**config.mk**
```make
export PLATFORM = sky130hd
export DESIGN_NAME = pipe_stage_chain
export DESIGN_NICKNAME = d
export VERILOG_FILES = /design/src/rtl/pipe_stage_chain_pkg.sv /design/src/rtl/pipe_stage_chain_reg.sv /design/src/rtl/pipe_stage_chain.sv
export SDC_FILE = /design/constraint.sdc
export NUM_CORES = 1
export LEC_CHECK = 0
export ABC_AREA = 0
export CORE_MARGIN = 3
export CORE_UTILIZATION = 46
export DETAILED_ROUTE_END_ITERATION = 10
export GPL_TIMING_DRIVEN = 0
export HOLD_SLACK_MARGIN = 0.15
export PLACE_DENSITY = 0.78
export SETUP_SLACK_MARGIN = 0.3
export SLEW_MARGIN = 20
export SYNTH_ARGS = -nofsm -noshare
export SYNTH_HDL_FRONTEND = slang
export SYNTH_HIERARCHICAL = 1
export SYNTH_SLANG_ARGS = --single-unit
```
**constraint.sdc**
```tcl
create_clock -name clk -period 2.5 [get_ports clk]
set_input_delay 0.25 -clock clk [delete_from_list [all_inputs] [get_ports clk]]
set_output_delay 0.25 -clock clk [all_outputs]
set_load 0.005 [all_outputs]
```
**src/rtl/pipe_stage_chain_pkg.sv**
```systemverilog
// Common definitions for the payload-agnostic pipeline stage chain.
package pipe_stage_chain_pkg;

    localparam int unsigned RETIRE_W = 32;

    // Per-stage register action for one clock edge.
    typedef enum logic [1:0] {
        StgHold   = 2'd0,
        StgLoad   = 2'd1,
        StgBubble = 2'd2,
        StgFlush  = 2'd3
    } stage_op_e;

    // Flush beats a fill from upstream, which beats a plain departure.
    function automatic stage_op_e stage_op(input logic flush, input logic fill,
                                           input logic leave);
        stage_op_e op;
        if (flush) begin
            op = StgFlush;
        end else if (fill) begin
            op = StgLoad;
        end else if (leave) begin
            op = StgBubble;
        end else begin
            op = StgHold;
        end
        return op;
    endfunction

endpackage

```
**src/rtl/pipe_stage_chain_reg.sv**
```systemverilog
// One pipeline slot: valid bit plus payload, with load / clear / hold and
// asynchronous reset. Payload is zeroed whenever the slot becomes empty.
module pipe_stage_reg
    import pipe_stage_chain_pkg::*;
#(
    parameter int unsigned WIDTH = 64
) (
    input  logic             clk,
    input  logic             reset,
    input  stage_op_e        op_i,
    input  logic [WIDTH-1:0] data_i,
    output logic             valid_o,
    output logic [WIDTH-1:0] data_o
);

    logic             valid_q, valid_d;
    logic [WIDTH-1:0] data_q,  data_d;

    // Next-state selection from the action decided by the chain.
    always_comb begin
        valid_d = valid_q;
        data_d  = data_q;
        unique case (op_i)
            StgHold: begin
            end
            StgLoad: begin
                valid_d = 1'b1;
                data_d  = data_i;
            end
            StgBubble, StgFlush: begin
                valid_d = 1'b0;
                data_d  = '0;
            end
            default: begin
            end
        endcase
    end

    // Slot register with asynchronous active-high reset.
    always_ff @(posedge clk or posedge reset) begin
        if (reset) begin
            valid_q <= 1'b0;
            data_q  <= '0;
        end else begin
            valid_q <= valid_d;
            data_q  <= data_d;
        end
    end

    assign valid_o = valid_q;
    assign data_o  = data_q;

endmodule

```
**src/rtl/pipe_stage_chain.sv**
```systemverilog
// Elastic chain of STAGES register slots with per-stage stall and flush.
// Bubbles collapse: an empty or flushed slot accepts even when a later one
// stalls. Occupancy and the retire count are registered.
module pipe_stage_chain
    import pipe_stage_chain_pkg::*;
#(
    parameter int unsigned STAGES = 4,
    parameter int unsigned WIDTH  = 64
) (
    input  logic                        clk,
    input  logic                        reset,
    input  logic                        in_valid,
    input  logic [WIDTH-1:0]            in_data,
    output logic                        in_ready,
    input  logic [STAGES-1:0]           stall_mask,
    input  logic [STAGES-1:0]           flush_mask,
    output logic [STAGES-1:0]           stage_valid,
    output logic [STAGES*WIDTH-1:0]     stage_data,
    output logic                        out_valid,
    output logic [WIDTH-1:0]            out_data,
    input  logic                        out_ready,
    output logic [$clog2(STAGES+1)-1:0] occupancy,
    output logic [RETIRE_W-1:0]         retired
);

    localparam int unsigned OCC_W = $clog2(STAGES + 1);

    logic [STAGES-1:0] valid;
    logic [WIDTH-1:0]  data [STAGES];
    stage_op_e         op   [STAGES];

    logic [STAGES:0]   accept;
    logic [STAGES-1:0] move;
    logic [STAGES-1:0] valid_nxt;
    logic              entry;
    logic              retire;

    logic [OCC_W-1:0]    occ_q, occ_d;
    logic [RETIRE_W-1:0] retired_q;

    // Handshake resolution from the consumer backwards, then per-slot actions.
    always_comb begin
        accept    = '0;
        move      = '0;
        valid_nxt = '0;
        occ_d     = '0;
        for (int i = 0; i < int'(STAGES); i++) begin
            op[i] = StgHold;
        end

        accept[STAGES] = out_ready;
        for (int i = int'(STAGES) - 1; i >= 0; i--) begin
            move[i]   = valid[i] & ~stall_mask[i] & accept[i+1];
            // A flushed slot is emptied anyway, so it may swallow its upstream.
            accept[i] = ~valid[i] | move[i] | flush_mask[i];
        end

        entry = in_valid & accept[0];

        op[0] = stage_op(flush_mask[0], entry, move[0]);
        for (int i = 1; i < int'(STAGES); i++) begin
            op[i] = stage_op(flush_mask[i], move[i-1], move[i]);
        end

        for (int i = 0; i < int'(STAGES); i++) begin
            unique case (op[i])
                StgLoad: valid_nxt[i] = 1'b1;
                StgHold: valid_nxt[i] = valid[i];
                default: valid_nxt[i] = 1'b0;
            endcase
            occ_d = occ_d + OCC_W'(valid_nxt[i]);
        end
    end

    // Retire counts even when the last slot is flushed in the same cycle.
    assign retire = move[STAGES-1];

    for (genvar g = 0; g < int'(STAGES); g++) begin : g_stage
        logic [WIDTH-1:0] d_in;
        if (g == 0) begin : g_head
            assign d_in = in_data;
        end else begin : g_body
            assign d_in = data[g-1];
        end

        pipe_stage_reg #(
            .WIDTH (WIDTH)
        ) u_stage (
            .clk     (clk),
            .reset   (reset),
            .op_i    (op[g]),
            .data_i  (d_in),
            .valid_o (valid[g]),
            .data_o  (data[g])
        );

        assign stage_data[g*WIDTH +: WIDTH] = data[g];
    end

    // Occupancy and retire counters; the retire count wraps naturally.
    always_ff @(posedge clk or posedge reset) begin
        if (reset) begin
            occ_q     <= '0;
            retired_q <= '0;
        end else begin
            occ_q <= occ_d;
            if (retire) begin
                retired_q <= retired_q + 32'd1;
            end
        end
    end

    assign in_ready    = accept[0];
    assign stage_valid = valid;
    assign out_valid   = valid[STAGES-1];
    assign out_data    = data[STAGES-1];
    assign occupancy   = occ_q;
    assign retired     = retired_q;

endmodule

```
==> reports/summary.json <==
{
  "run_status": "complete, no violations",
  "whs_endpoint": "retired[0]",
  "number_of_vias_per_cell": 5.07,
  "max-slew-margin-rel_pct": 51.0,
  "finalWorstPathRequiredPeriod_ns": 2.12,
  "timing.critical_path.from_type": "flop",
  "floorplan.io_pins": 437,
  "synthFlopType": "dfrtp_1",
  "whs_ns": 0.176,
  "chipHeight_um": 173,
  "clock_power_share_pct": 41.0,
  "final_min_period_over_clock_period_pct": 85.0,
  "finalHoldViolCount": 0,
  "final-seq-area_um2": 7380,
  "fin_util_pct": 69.6,
  "postSynthNetCount": 1154,
  "synth.yosys.seq_area_share_pct": 57.4,
  "cellLeakagePower_uw": 0.00931,
  "clock_sink_count": 295,
  "routabilityCongestion": 0.853,
  "core_um2": 27300,
  "postSynthAreaPerCell_um2": 12.0,
  "grt_pass1_wl_um": 62100,
  "grt_max_degree": 53,
  "detail_route.first_pass.iterations": 5,
  "startpoint": "g_stage[2].u_stage/valid_o",
  "worstPathBufferInverterCount": 1,
  "synth-edff-count": 0,
  "quantity_of_hold_fixing_buffers_added_after_cts": 0,
  "cells_after_synth": 1074,
  "mappedNetlistArea_um2": 12900,
  "p_per_area_nw_per_um2": 610,
  "clkLatencyLatePin_ns": 0.54,
  "post_route_cells_drive_above_1_share_pct": 11.6,
  "synth.top_cells.by_count": "dfrtp_1 (295), nor2_1 (273), mux2i_1 (256)",
  "detailroute.via_count": 9874,
  "max-cap-violations": 0,
  "crit_type": "reg2out",
  "dp.final_hpwl_um": 29600,
  "crit_slowest_cell": "dfrtp_1",
  "sw_frac_of_total_pct": 24.5,
  "die-width_um": 173,
  "worst_ep_arrival_time_ns": 1.87,
  "power_report.internal_total_uw": 8720,
  "wl_per_cell_um": 20.6,
  "design.die.area_um2": 30000,
  "clock_tree.htree_level_count": 1,
  "dpl-instance-area_um2": 17800,
  "kind_of_cell_with_the_highest_combined_delay_on_the_critical_path": "compound AO/OA/AOI/OAI gates",
  "port_buffers": 436,
  "area_growth_pct": 47.5,
  "placement_rows": 60,
  "sum_of_routed_wire_length_over_all_layers_um": 40100,
  "switching_power_uw": 2840,
  "stdcell_area_um2": 19000,
  "groute.usage.overall_pct": 26.1,
  "max_freq_mhz": 471,
  "drt_first_iter_violations": 578,
  "power.share.combinational_pct": 14.2,
  "rsz_0062_raised_after_global_routing": "false",
  "required_ns": 2.25,
  "clockRootBuffer": "clkbuf_16",
  "worstRegToRegCells": 6,
  "grt_antenna_before_repair": 2,
  "min-delay-path-class": "in2reg",
  "slew_viol_final": 0,
  "report.final.setup_viol": 0,
  "finalClockSkew_ns": 0.00660,
  "finalWorstSetupSlack_ns": 0.375,
  "ir_drop_mv": 0.434,
  "filler_cell_count": 2017,
  "worstMarginPinSlew_ns": 0.733,
  "antenna_left": 0,
  "multi_input_area_um2": 4510,
  "yosys_register_bits": 295,
  "most_area_hungry_cell_type_in_the_yosys_netlist": "dfrtp_1",
  "yosysUniqueCellTypes": 37,
  "end_kind": "output port",
  "post-route-drc-count": 0,
  "place_worst_setup_slack_ns": -0.512,
  "crit_path_max_incr_delay_ns": 0.43,
  "tritoncts.num_buffers": 31,
  "clk_pin_slew_worst_paths_ns": 0.06,
  "synth_area_leaders": "dfrtp_1 (57%), mux2i_1 (20%), nor2_1 (8.0%)",
  "synth-async-reset-ratio_pct": 100,
  "cts_buffer_depth": 3,
  "timing.critical_path.fanout_max": 5,
  "first_global_vias": 10300,
  "min-delay-start": "out_ready",
  "worst_hold_path.num_cells": 3,
  "critical_path.reg2reg.endpoint": "g_stage[0].u_stage/data_o[2]",
  "tritoncts_clock_tree": "built",
  "floorplan.initialDensity_pct": 47.2,
  "worstPathCellList": "nand2b_1 -> o21ai_0 -> o2111ai_1 -> dlygate4sd2_1",
  "synth.yosys.warnings": 6,
  "sequential_power_share_pct": 44.8,
  "synth_top_area_share_pct": 57.4,
  "overflow": 0,
  "r2r_setup_slack_ns": 0.39,
  "design.final.nets": 1631,
  "r2r_start": "g_stage[3].u_stage/valid_o",
  "yosys.cell_count.top_type": "dfrtp_1"
}
-- stage by stage --
stage	power [µW]	cells	setup TNS [ns]
after global routing	12000	1947	0
after global placement	6830	1882	-266.35
after floorplan	6010	1074	0
final	11600	1947	0
after CTS	11700	1944	0
after detailed placement	6880	1886	-22.58
-- layout by cell type, fill, tap and decap left out, types with 4 or more instances in the layout --
cell	synthesis	final
nand4_1	10	10
nand3_1	11	11
clkinv_2	0	6
clkbuf_2	0	10
nor2b_1	5	4
nand2b_1	4	4
buf_4	69	74
clkbuf_1	25	20
nor2_1	273	273
inv_4	0	4
and3_1	5	5
xnor2_1	26	26
mux2i_1	256	256
a21oi_1	5	5
nand2_1	13	13
dfrtp_1	295	294
bufinv_16	0	4
buf_6	4	4
xor2_1	5	5
inv_1	10	5
buf_8	20	20
clkbuf_8	0	7
clkdlybuf4s50_1	0	434
and4_1	5	5
clkbuf_16	0	31
-- kinds of logic (layout without fill, tap and decap cells) --
kind of cell,count (synthesis),after routing,synth area share (%)
and+or+nand+nor,338,338,11.3
DFF,295,295,57.4
muxes,257,257,20.0
buffers and inverters,132,632,7.89
xor gates and xnor gates,31,31,2.11
AOI/OAI and AO/OA,17,17,0.856
adders and majority gates,4,4,0.448
other,0,1,0
-- sequential cells by signal (all words and copies together), names as in the netlist --
name,cells
g_stage.u_stage/data_o,256
retired,32
g_stage.u_stage/valid_o,4
occupancy,3
-- final cells by class --
type | count | share of cell area, %
clock inverter | 13 | 0.917
timing repair buffer | 444 | 23.7
inverter | 10 | 0.251
multi-input combinational | 647 | 23.8
antenna | 1 | 0.0132
tap | 372 | 2.45
sequential | 295 | 38.9
buffer | 122 | 5.23
clock buffer | 43 | 4.70
-- per-layer routing --
layer	share of wire [%]	up-vias	global-route usage, %
met1	40	4956	32.8
li1	-	4470	-
met4	2.8	2	7.36
met2	50	385	45.1
met3	7.2	61	6.44
met5	0.032	-	0
-- tightest hold or removal path, delay by kind of cell --
family | cells | cell delay [ns]
xor+xnor | 1 | 0.07
simple gates | 1 | 0.17
buf+inv | 1 | 0.19
-- what timing repair did --
item,4_1_cts,5_1_grt
endpoints found under the setup margin,105,68
pin swaps,0,0
gates resized for setup,12,15
buffers inserted,2,2
-- power groups by stage --
stage	Combinational, µW	Clock, µW	Sequential, µW
2_1_floorplan	787	0	5220
3_3_place_gp	1570	0	5260
3_5_place_dp	1620	0	5260
4_1_cts	1650	4830	5180
5_1_grt	1760	5030	5200
6_report	1640	4740	5180
-- how the worst max path moves through the flow --
| stage | end | cells past startpoint |
|---|---|---|
| after floorplan | occupancy[1] | 7 |
| after global placement | g_stage[3].u_stage/data_o[25] | 2 |
| after detailed placement | g_stage[0].u_stage/data_o[2] | 8 |
| after CTS | g_stage[3].u_stage/data_o[62] | 6 |
| after global routing | occupancy[1] | 7 |
| final | in_ready | 4 |
(Power assumes the default switching activity.)
